`config.mk`:
```
export PLATFORM = sky130hd
export DESIGN_NAME = vga_capture
export DESIGN_NICKNAME = d
export VERILOG_FILES = /design/src/rtl/vga_capture.sv
export SDC_FILE = /design/constraint.sdc
export NUM_CORES = 1
export LEC_CHECK = 0
export ABC_AREA = 1
export BUFFER_PORTS_ARGS = -buffer_cell sky130_fd_sc_hd__buf_4
export CAP_MARGIN = 30
export CORE_MARGIN = 5
export CORE_UTILIZATION = 60
export DETAILED_ROUTE_END_ITERATION = 10
export GPL_ROUTABILITY_DRIVEN = 0
export PLACE_DENSITY = 0.82
export SYNTH_ARGS = -nofsm -noshare
export SYNTH_HDL_FRONTEND = slang
export SYNTH_SLANG_ARGS = --single-unit
export TNS_END_PERCENT = 50
```
`constraint.sdc`:
```
create_clock -name clk -period 3 [get_ports clk]
set_input_delay 0.15 -clock clk [delete_from_list [all_inputs] [get_ports clk]]
set_output_delay 0.15 -clock clk [all_outputs]
set_load 0.05 [all_outputs]
```
`src/rtl/vga_capture.sv`:
```
// VGA receive end: syncs h/v/rgb, recovers pixel phase and position, checks timing, emits locked pixels.
// Optional VGA_CAPTURE_STATS_EN keeps the measured line/frame totals on meas_h_total/meas_v_total.
module vga_capture #(
  parameter int CLK_PER_PXL = 4,
  parameter int H_VIS       = 640,
  parameter int H_SYNC      = 96,
  parameter int H_BP        = 48,
  parameter int H_TOTAL     = 800,
  parameter int V_VIS       = 480,
  parameter int V_SYNC      = 2,
  parameter int V_BP        = 33,
  parameter int V_TOTAL     = 525,
  parameter int LOCK_FRAMES = 2
) (
  input  logic        clk,
  input  logic        rst_n,
  input  logic        h_sync,
  input  logic        v_sync,
  input  logic [2:0]  vgaRed,
  input  logic [2:0]  vgaGreen,
  input  logic [1:0]  vgaBlue,
  output logic        pxl_valid,
  output logic [7:0]  pxl_data,
  output logic [9:0]  pxl_col,
  output logic [9:0]  pxl_row,
  output logic        frame_start,
  output logic        locked,
  output logic        timing_err,
  output logic [10:0] meas_h_total,
  output logic [9:0]  meas_v_total
);
  localparam int PW    = $clog2(CLK_PER_PXL);
  localparam int GW    = $clog2(LOCK_FRAMES + 1);
  localparam int H_OFF = H_SYNC + H_BP;
  localparam int V_OFF = V_SYNC + V_BP;

  typedef enum logic [1:0] {SEARCH, MEASURE, LOCKED} state_t;

  state_t          state;
  logic [2:0]      h_sr;
  logic [2:0]      v_sr;
  logic [7:0]      rgb_s1;
  logic [7:0]      rgb_s2;
  logic [PW-1:0]   phase;
  logic [9:0]      h_pos;
  logic [9:0]      v_pos;
  logic [GW-1:0]   good_cnt;
  logic            h_armed;
  logic            err_at_vs;
  logic            h_fall;
  logic            v_fall;
  logic            h_chk;
  logic            v_chk;
  logic            line_err;
  logic            frame_err;
  logic            err_now;
  logic            sample;
  logic            h_vis;
  logic            v_vis;
  logic            go_search;

  // stage 2 is the synchronised value, stage 3 its previous copy for edges
  always_ff @(posedge clk or negedge rst_n) begin
    if (!rst_n) begin
      h_sr   <= 3'b111;
      v_sr   <= 3'b111;
      rgb_s1 <= '0;
      rgb_s2 <= '0;
    end else begin
      h_sr   <= {h_sr[1:0], h_sync};
      v_sr   <= {v_sr[1:0], v_sync};
      rgb_s1 <= {vgaBlue, vgaGreen, vgaRed};
      rgb_s2 <= rgb_s1;
    end
  end

  assign h_fall = h_sr[2] & ~h_sr[1];
  assign v_fall = v_sr[2] & ~v_sr[1];

  always_ff @(posedge clk or negedge rst_n) begin
    if (!rst_n) begin
      phase <= '0;
      h_pos <= '0;
      v_pos <= '0;
    end else begin
      if (h_fall) begin
        phase <= '0;
        h_pos <= '0;
      end else if (phase == PW'(CLK_PER_PXL - 1)) begin
        phase <= '0;
        if (h_pos != 10'h3ff)
          h_pos <= h_pos + 10'd1;
      end else begin
        phase <= phase + PW'(1);
      end
      if (v_fall)
        v_pos <= '0;
      else if (h_fall && v_pos != 10'h3ff)
        v_pos <= v_pos + 10'd1;
    end
  end

  assign h_chk     = h_fall & h_armed;
  assign v_chk     = v_fall & (state != SEARCH);
  assign line_err  = h_chk & ((h_pos == 10'h3ff) ||
                     ({1'b0, h_pos} + 11'd1 != 11'(H_TOTAL)));
  assign frame_err = v_chk & ((v_pos == 10'h3ff) ||
                     ({1'b0, v_pos} + 11'd1 != 11'(V_TOTAL)));
  assign err_now   = line_err | frame_err;
  assign go_search = timing_err & (state != SEARCH) & ~err_at_vs;

  // an error found on a v_sync fall already marks a frame start
  always_ff @(posedge clk or negedge rst_n) begin
    if (!rst_n) begin
      state      <= SEARCH;
      good_cnt   <= '0;
      locked     <= 1'b0;
      timing_err <= 1'b0;
      err_at_vs  <= 1'b0;
      h_armed    <= 1'b0;
    end else begin
      timing_err <= err_now;
      err_at_vs  <= v_fall;
      if (go_search)
        h_armed <= 1'b0;
      else if (h_fall)
        h_armed <= 1'b1;
      unique case (state)
        SEARCH: begin
          if (v_fall) begin
            state    <= MEASURE;
            good_cnt <= '0;
          end
        end
        MEASURE: begin
          if (timing_err) begin
            state    <= err_at_vs ? MEASURE : SEARCH;
            good_cnt <= '0;
          end else if (v_fall && !err_now) begin
            if (good_cnt == GW'(LOCK_FRAMES - 1)) begin
              state    <= LOCKED;
              locked   <= 1'b1;
              good_cnt <= '0;
            end else begin
              good_cnt <= good_cnt + GW'(1);
            end
          end
        end
        LOCKED: begin
          if (timing_err) begin
            state    <= err_at_vs ? MEASURE : SEARCH;
            locked   <= 1'b0;
            good_cnt <= '0;
          end
        end
        default: state <= SEARCH;
      endcase
    end
  end

  assign sample = (phase == PW'(CLK_PER_PXL / 2));
  assign h_vis  = (h_pos >= 10'(H_OFF)) && (h_pos < 10'(H_OFF + H_VIS));
  assign v_vis  = (v_pos >= 10'(V_OFF)) && (v_pos < 10'(V_OFF + V_VIS));

  always_ff @(posedge clk or negedge rst_n) begin
    if (!rst_n) begin
      pxl_valid   <= 1'b0;
      pxl_data    <= '0;
      pxl_col     <= '0;
      pxl_row     <= '0;
      frame_start <= 1'b0;
    end else begin
      pxl_valid   <= sample & h_vis & v_vis & (state == LOCKED);
      frame_start <= 1'b0;
      if (sample && h_vis && v_vis && state == LOCKED) begin
        pxl_data    <= rgb_s2;
        pxl_col     <= h_pos - 10'(H_OFF);
        pxl_row     <= v_pos - 10'(V_OFF);
        frame_start <= (h_pos == 10'(H_OFF)) && (v_pos == 10'(V_OFF));
      end
    end
  end

`ifdef VGA_CAPTURE_STATS_EN
  logic [10:0] h_meas;
  logic [9:0]  v_meas;

  always_ff @(posedge clk or negedge rst_n) begin
    if (!rst_n) begin
      h_meas <= '0;
      v_meas <= '0;
    end else begin
      if (h_chk)
        h_meas <= {1'b0, h_pos} + 11'd1;
      if (v_fall)
        v_meas <= v_pos + 10'd1;
    end
  end

  assign meas_h_total = h_meas;
  assign meas_v_total = v_meas;
`else
  assign meas_h_total = '0;
  assign meas_v_total = '0;
`endif

endmodule
```
Yosys cells after proc, flatten, opt, wreduce, memory -nomap -nowiden
Cells that the tools add are included.
{"block": "op_classes", "n_addsub": 8, "magnitude_cmp": 4, "eq_ne": 20, "n_mux": 28, "n_bitwise": 15, "reduce_logical": 23}
{"operator": "2-to-1 mux 10 bit", "n": 5}
{"operator": "2-to-1 mux 2 bit", "n": 12}
{"operator": "adder 10 x 1 -> 11 bit (second input constant)", "n": 2}
{"operator": "!= test 11 x 10 -> 1 bit (second input constant)", "n": 2}
{"operator": "adder 10 x 1 -> 10 bit (second input constant)", "n": 2}
{"operator": "equality test 10 bit (second input constant)", "n": 2}
{"operator": "< comparator 10 bit (second input constant)", "n": 2}
{"operator": "!= test 10 bit (second input constant)", "n": 2}
{"operator": "one-hot mux 2 bit (3 select lines)", "n": 2}
{"operator": "nonzero test 2 bit", "n": 6}
{"operator": "AND 1 bit", "n": 11}
{"operator": "equality test 10 x 6 -> 1 bit (second input constant)", "n": 1}
{"operator": "equality test 10 x 8 -> 1 bit (second input constant)", "n": 1}
{"operator": ">= comparator 10 x 6 -> 1 bit (second input constant)", "n": 1}
{"operator": ">= comparator 10 x 8 -> 1 bit (second input constant)", "n": 1}
{"operator": "!= test 2 bit (second input constant)", "n": 5}
{"operator": "subtractor 10 x 6 -> 10 bit (second input constant)", "n": 1}
{"operator": "subtractor 10 x 8 -> 10 bit (second input constant)", "n": 1}
{"operator": "logical AND 1 bit", "n": 8}
{"operator": "2-to-1 mux 1 bit", "n": 8}
{"operator": "AND reduction 4 bit", "n": 2}
{"operator": "equality test 2 bit (second input constant)", "n": 3}
{"operator": "!= test 3 bit (second input constant)", "n": 2}
{"operator": "AND reduction 5 bit", "n": 1}
{"operator": "other kinds (10)", "n": 15}
{"block": "word_totals", "regBits": 82, "inputBits": 12, "output_inout_bits": 53, "elab_cells": 116}

Longest topological paths before layout
{"block": "depth", "word_depth": 10, "ltp_mapped": 15, "mapped_depth_nobuf": 15}

Worst setup path before layout
OpenSTA, ideal clock, no wires.
{"block": "synth_path", "kind": "register to register", "startpoint": "reg v_pos[0]", "endpoint": "reg pxl_row[5]", "setup_time_ns": 0.127, "arrival_time_ns": 1.746, "required_time_ns": 2.873, "slack_ns": 1.127, "path_stages_with_launch": 12, "path_buffers": 2, "synth_period_minus_slack_ns": 1.873, "cell_sequence": "dfrtp_1 ha_1 inv_1 nand2_1 nor3_2 nand3_1 a21oi_1 nand2_1 buf_4 buf_4 nand2_1 o21ai_1"}
{"block": "synth_between", "elab_chain_cells": 4, "word_cells_on_any_way": 6, "classes_between": "add/sub: 1; order compare: 2; reduce/logical: 3"}
{"element": "start: declaration", "line_no": "46", "rtl": "logic [9:0] v_pos;"}
{"element": "start signal: assignment", "line_no": "99", "rtl": "v_pos <= v_pos + 10'd1;"}
{"element": ">= comparator 10 x 6 -> 1 bit / < comparator 10 bit (equally long branches)", "line_no": "163", "rtl": "assign v_vis = (v_pos >= 10'(V_OFF)) && (v_pos < 10'(V_OFF + V_VIS));"}
{"element": "logical AND 1 bit", "line_no": "163"}
{"element": "logical AND 1 bit (2 in series)", "line_no": "175", "rtl": "if (sample && h_vis && v_vis && state == LOCKED) begin"}
{"element": "end signal: assignment", "line_no": "178", "rtl": "pxl_row <= v_pos - 10'(V_OFF);"}
{"element": "end: declaration", "line_no": "25", "rtl": "output logic [9:0] pxl_row,"}
Parallel ways exist; a longest one is shown, timed or not.
A chain may end at the register's enable or synchronous reset.

Final worst setup path
{"block": "layout_path", "startpoint": "reg v_pos[0]", "endpoint": "reg pxl_col[6]"}
{"block": "layout_between", "elab_chain_cells": 4, "word_cells_on_any_way": 5, "classes_between": "order compare: 2; reduce/logical: 3"}
{"element": ">= comparator 10 x 6 -> 1 bit / < comparator 10 bit (equally long branches)", "line_no": "163"}
{"element": "logical AND 1 bit *", "line_no": "163"}
{"element": "logical AND 1 bit * (2 in series)", "line_no": "175"}
{"element": "end signal: assignment", "line_no": "177", "rtl": "pxl_col <= h_pos - 10'(H_OFF);"}
{"element": "end: declaration", "line_no": "24", "rtl": "output logic [9:0] pxl_col,"}
Mark *: on every way between the ends. The rest lies on a longest branch, timed or not.

==> impl_metrics.xml <==
<?xml version="1.0" encoding="UTF-8"?>
<metrics>
  <group name="status">
    <metric name="run_status" unit="">complete, no violations</metric>
  </group>
  <group name="place">
    <metric name="place_worst_setup_slack" unit="ns">0.7657</metric>
    <metric name="dpl_cell_area" unit="um^2">4228</metric>
    <metric name="post-dp-hpwl" unit="um">5958</metric>
    <metric name="buffer_ports.inserted" unit="">43</metric>
  </group>
  <group name="global_routing">
    <metric name="grt_first_pass_wirelength" unit="um">14430</metric>
    <metric name="grt_pass1_vias" unit="">3073</metric>
    <metric name="grt_remaining_overflow" unit="">0</metric>
    <metric name="pin_count_of_the_biggest_net_entering_global_routing" unit="">47</metric>
    <metric name="antenna_found_initial" unit="">0</metric>
    <metric name="global_route.usage.total" unit="%">21.57</metric>
  </group>
  <group name="yosys">
    <metric name="synth_xor_area_share" unit="%">2.461</metric>
    <metric name="yosys-mux-area-fraction" unit="%">0</metric>
    <metric name="yosysWarningCount" unit="">0</metric>
    <metric name="synth_largest_type_area_fraction" unit="%">48.58</metric>
    <metric name="synthTopCellsByArea" unit="">sky130_fd_sc_hd__dfrtp_1 49%, sky130_fd_sc_hd__nand2_1 11%, sky130_fd_sc_hd__buf_4 4.6%, sky130_fd_sc_hd__inv_1 4.2%, sky130_fd_sc_hd__dfstp_2 4.0%</metric>
    <metric name="synth.lib_cells_used.distinct" unit="">39</metric>
    <metric name="main_combinational_cell_family_by_area_after_synthesis" unit="">simple AND/OR/NAND/NOR gates</metric>
    <metric name="synth-adder-area-share" unit="%">3.196</metric>
    <metric name="yosysSeqAreaShare" unit="%">52.60</metric>
    <metric name="syn_area_per_cell" unit="um^2">8.918</metric>
    <metric name="synth_compound_area_share" unit="%">7.894</metric>
    <metric name="synth.cell_area" unit="um^2">3915</metric>
    <metric name="synth.ff_latch_count" unit="">82</metric>
    <metric name="syn_inst" unit="">439</metric>
    <metric name="synth_simple_gate_area_share" unit="%">23.71</metric>
    <metric name="synth_top_cell_by_area" unit="">sky130_fd_sc_hd__dfrtp_1</metric>
  </group>
  <group name="floorplan">
    <metric name="dieArea" unit="um^2">8240</metric>
    <metric name="floorplan.core_area" unit="um^2">6350</metric>
    <metric name="ios" unit="">65</metric>
    <metric name="initial_utilization" unit="%">61.66</metric>
    <metric name="die_w" unit="um">90.78</metric>
    <metric name="std_cell_rows" unit="">29</metric>
    <metric name="die_h" unit="um">90.78</metric>
  </group>
  <group name="sta">
    <metric name="finClkSkew" unit="ns">0.01183</metric>
    <metric name="unrepaired_setup_endpoints_after_global_routing" unit="">no</metric>
    <metric name="slew_violations" unit="">0</metric>
    <metric name="worst_hold_slack" unit="ns">0.2943</metric>
    <metric name="period_needed" unit="ns">2.268</metric>
    <metric name="clock.fmax" unit="GHz">0.4409</metric>
    <metric name="finalSetupViolCount" unit="">0</metric>
    <metric name="finalHoldViolCount" unit="">0</metric>
    <metric name="postLayoutSetupSlackWorst" unit="ns">0.7318</metric>
    <metric name="min_period_over_period" unit="%">75.61</metric>
    <metric name="tns" unit="ns">0</metric>
  </group>
  <group name="cts">
    <metric name="postCtsSetupRepairBufs" unit="">0</metric>
    <metric name="cts.sink_count" unit="">82</metric>
    <metric name="htree_levels" unit="">3</metric>
    <metric name="root_buffer" unit="">sky130_fd_sc_hd__clkbuf_8</metric>
    <metric name="clock_insertion_delay_worst_skew" unit="ns">0.36</metric>
    <metric name="cts_made_buffers" unit="">9</metric>
    <metric name="post_cts_resized" unit="">0</metric>
    <metric name="cts.path.max_buffers" unit="">2</metric>
    <metric name="clk_pin_slew" unit="ns">0.09</metric>
    <metric name="tritoncts" unit="">done</metric>
  </group>
  <group name="cells_and_area">
    <metric name="nets" unit="">520</metric>
    <metric name="stdcell_area" unit="um^2">4551</metric>
    <metric name="drive_gt1_share" unit="%">17.69</metric>
    <metric name="antenna_cells_inserted" unit="">0</metric>
    <metric name="n_fill_cell" unit="">477</metric>
    <metric name="synthToLayoutAreaGrowth" unit="%">16.24</metric>
  </group>
  <group name="critical_path">
    <metric name="criticalPathCategory" unit="">flip-flop to flip-flop</metric>
    <metric name="crit_path_cell_trace" unit="">ha_1 -&gt; inv_1 -&gt; nand2_1 -&gt; nor3_2 -&gt; nand3_1 -&gt; a21oi_1 -&gt; nand2_1 -&gt; buf_4 -&gt; inv_1 -&gt; nor2_1 -&gt; a31oi_1</metric>
    <metric name="end_kind" unit="">flip-flop</metric>
    <metric name="worst_path_max_delay_cell" unit="">sky130_fd_sc_hd__dfrtp_1</metric>
    <metric name="worst_path_max_stage_delay" unit="ns">0.42</metric>
    <metric name="worstPathMaxFanout" unit="">29</metric>
    <metric name="cp.arrival" unit="ns">2.55</metric>
    <metric name="cp-start-kind" unit="">flip-flop</metric>
    <metric name="critPathRequiredTime" unit="ns">3.28</metric>
  </group>
  <group name="detailed_routing">
    <metric name="detail_route.wirelength" unit="um">8410</metric>
    <metric name="route.detailed.wl_per_inst" unit="um">14.50</metric>
    <metric name="route.vias.total" unit="">3114</metric>
    <metric name="postRouteAntennaNets" unit="">0</metric>
    <metric name="route.detailed.drc" unit="">0</metric>
    <metric name="detail_route.first_pass.iterations" unit="">5</metric>
    <metric name="vias_per_cell" unit="">5.369</metric>
    <metric name="initialDrtViolationCount" unit="">217</metric>
  </group>
  <group name="run">
    <metric name="number_of_violations_of_the_max_capacitance_limit" unit="">0</metric>
  </group>
  <group name="power_and_ir_drop">
    <metric name="p_per_area" unit="nW/um^2">584.3</metric>
    <metric name="irDropWorstVdd" unit="mV">0.4278</metric>
    <metric name="power.static_leakage" unit="nW">2.331</metric>
    <metric name="p_total" unit="mW">2.659</metric>
  </group>
  <group name="min_path">
    <metric name="hold_path_class" unit="">input pin to asynchronous set/reset pin</metric>
  </group>
</metrics>
[sequential cells by signal, summed over array words and instances (netlist names), 2 cells and up]
name,cells
h_sr,3
pxl_row,10
phase,2
state,2
rgb_s2,8
rgb_s1,8
h_pos,10
pxl_col,10
v_sr,3
good_cnt,2
pxl_data,8
v_pos,10
[metrics by stage]
stage / utilization, % / cells
global route: 71.67 / 580
global placement: 66.27 / 552
CTS: 71.67 / 580
finish: 71.67 / 580
detailed placement: 66.58 / 553
floorplan: - / 459
[cells in the final DEF (no fill, tap or decap), types with 2 or more instances in the layout]
| cell type | synthesis | final |
|---|---|---|
| sky130_fd_sc_hd__a21oi_1 | 4 | 4 |
| sky130_fd_sc_hd__a31oi_1 | 2 | 2 |
| sky130_fd_sc_hd__buf_4 | 24 | 45 |
| sky130_fd_sc_hd__clkbuf_8 | 0 | 11 |
| sky130_fd_sc_hd__clkinv_4 | 0 | 2 |
| sky130_fd_sc_hd__conb_1 | 1 | 21 |
| sky130_fd_sc_hd__dfrtp_1 | 76 | 76 |
| sky130_fd_sc_hd__dfstp_2 | 6 | 6 |
| sky130_fd_sc_hd__dlygate4sd3_1 | 0 | 11 |
| sky130_fd_sc_hd__ha_1 | 10 | 10 |
| sky130_fd_sc_hd__inv_1 | 44 | 44 |
| sky130_fd_sc_hd__inv_2 | 2 | 2 |
| sky130_fd_sc_hd__nand2_1 | 116 | 116 |
| sky130_fd_sc_hd__nand2_2 | 3 | 3 |
| sky130_fd_sc_hd__nand3_1 | 23 | 23 |
| sky130_fd_sc_hd__nand3_2 | 4 | 4 |
| sky130_fd_sc_hd__nand4_1 | 10 | 10 |
| sky130_fd_sc_hd__nor2_1 | 35 | 35 |
| sky130_fd_sc_hd__nor2_2 | 3 | 3 |
| sky130_fd_sc_hd__nor2_4 | 2 | 2 |
| sky130_fd_sc_hd__nor3_1 | 2 | 2 |
| sky130_fd_sc_hd__o21ai_0 | 19 | 19 |
| sky130_fd_sc_hd__o21ai_1 | 12 | 12 |
| sky130_fd_sc_hd__o22ai_1 | 11 | 11 |
| sky130_fd_sc_hd__xor2_1 | 11 | 11 |
[where the power goes]
part | switching [mW] | internal, mW | total (mW)
Sequential | 0.0805 | 1.19 | 1.27
Clock | 0.395 | 0.434 | 0.829
Combinational | 0.389 | 0.167 | 0.556
Total | 0.864 | 1.79 | 2.66
[Yosys cell counts]
cell type	instances
sky130_fd_sc_hd__a21oi_2	1
sky130_fd_sc_hd__o32ai_1	1
sky130_fd_sc_hd__xor2_1	11
sky130_fd_sc_hd__nand2_1	116
sky130_fd_sc_hd__nor3_2	1
sky130_fd_sc_hd__o31ai_1	1
sky130_fd_sc_hd__inv_1	44
sky130_fd_sc_hd__a211oi_1	1
sky130_fd_sc_hd__nand2_4	1
sky130_fd_sc_hd__clkbuf_1	1
sky130_fd_sc_hd__a22oi_1	1
sky130_fd_sc_hd__nand2_2	3
sky130_fd_sc_hd__a21oi_1	4
sky130_fd_sc_hd__nor4_4	1
sky130_fd_sc_hd__nand3_1	23
sky130_fd_sc_hd__buf_2	2
sky130_fd_sc_hd__nor2_4	2
sky130_fd_sc_hd__ha_1	10
sky130_fd_sc_hd__inv_2	2
sky130_fd_sc_hd__dfrtp_1	76
sky130_fd_sc_hd__nand3_2	4
sky130_fd_sc_hd__nor2_1	35
sky130_fd_sc_hd__a31oi_1	2
sky130_fd_sc_hd__clkinv_1	1
sky130_fd_sc_hd__o21ai_0	19
sky130_fd_sc_hd__and2_1	1
sky130_fd_sc_hd__nand4_1	10
sky130_fd_sc_hd__conb_1	1
sky130_fd_sc_hd__nor3_1	2
sky130_fd_sc_hd__dfstp_2	6
sky130_fd_sc_hd__o22ai_1	11
sky130_fd_sc_hd__nor4_2	1
sky130_fd_sc_hd__buf_4	24
sky130_fd_sc_hd__nor4_1	1
sky130_fd_sc_hd__a211oi_2	1
sky130_fd_sc_hd__nor2_2	3
sky130_fd_sc_hd__o21ai_1	12
sky130_fd_sc_hd__buf_6	2
sky130_fd_sc_hd__or2_2	1
[layer usage]
metal	wire [um]	global-route usage, %	share of wire, %	vias to the layer above
li1	-	-	-	1493
met1	3344	27.02	40	1447
met2	4147	34.50	49	147
met3	677	6.750	8.0	27
met4	240	9.169	2.9	0
met5	0	0	0	-
[critical path, delay by kind of cell (launching register included)]
family                     cells  cell delay, ns
buffers and inverters          3            0.64
AOI/OAI and AO/OA              2            0.29
DFF                            1            0.42
and+or+nand+nor                5            0.60
adders and majority gates      1            0.23
[logic make-up (layout without fill, tap and decap cells)]
logic type,count (synthesis),count (layout)
and+or+nand+nor,205,205
DFF,82,82
buffers and inverters,76,120
AOI/OAI and AO/OA,54,54
xor gates and xnor gates,11,11
adders and majority gates,10,10
other,1,21
[repair_timing]
item                                   4_1_cts  5_1_grt
hold buffers                                11        0
endpoints found under the hold margin       40        0
setup endpoints to repair                    0        0
[area by class of cell]
type                       count  area, um^2  area share (%)
multi-input combinational    301        1538           33.79
clock inverter                 5       61.31           1.347
tap                           77       96.34           2.117
sequential                    82        2059           45.26
inverter                      47       176.4           3.877
timing repair buffer          57       467.9           10.28
clock buffer                  11       151.4           3.327
[path summary, 6_finish.rpt]
path / from / slack (ns) / end / cells past startpoint
worst max-delay path: v_pos[0]$_DFFE_PN0P_ / 0.73 / pxl_col[6]$_DFFE_PN0P_ / 11
worst min-delay path: rst_n / 0.29 / state[1]$_DFFE_PN0P_ / 2
worst max register to register: v_pos[0]$_DFFE_PN0P_ / 0.73 / pxl_col[6]$_DFFE_PN0P_ / 11
worst min register to register: rgb_s1[7]$_DFF_PN0_ / 0.35 / rgb_s2[7]$_DFF_PN0_ / 0
max in group asynchronous: rst_n / 2.12 / pxl_row[3]$_DFFE_PN0P_ / 3
min in group clk: rgb_s1[7]$_DFF_PN0_ / 0.35 / rgb_s2[7]$_DFF_PN0_ / 0
Note: power is estimated with default switching activity, not from simulation.
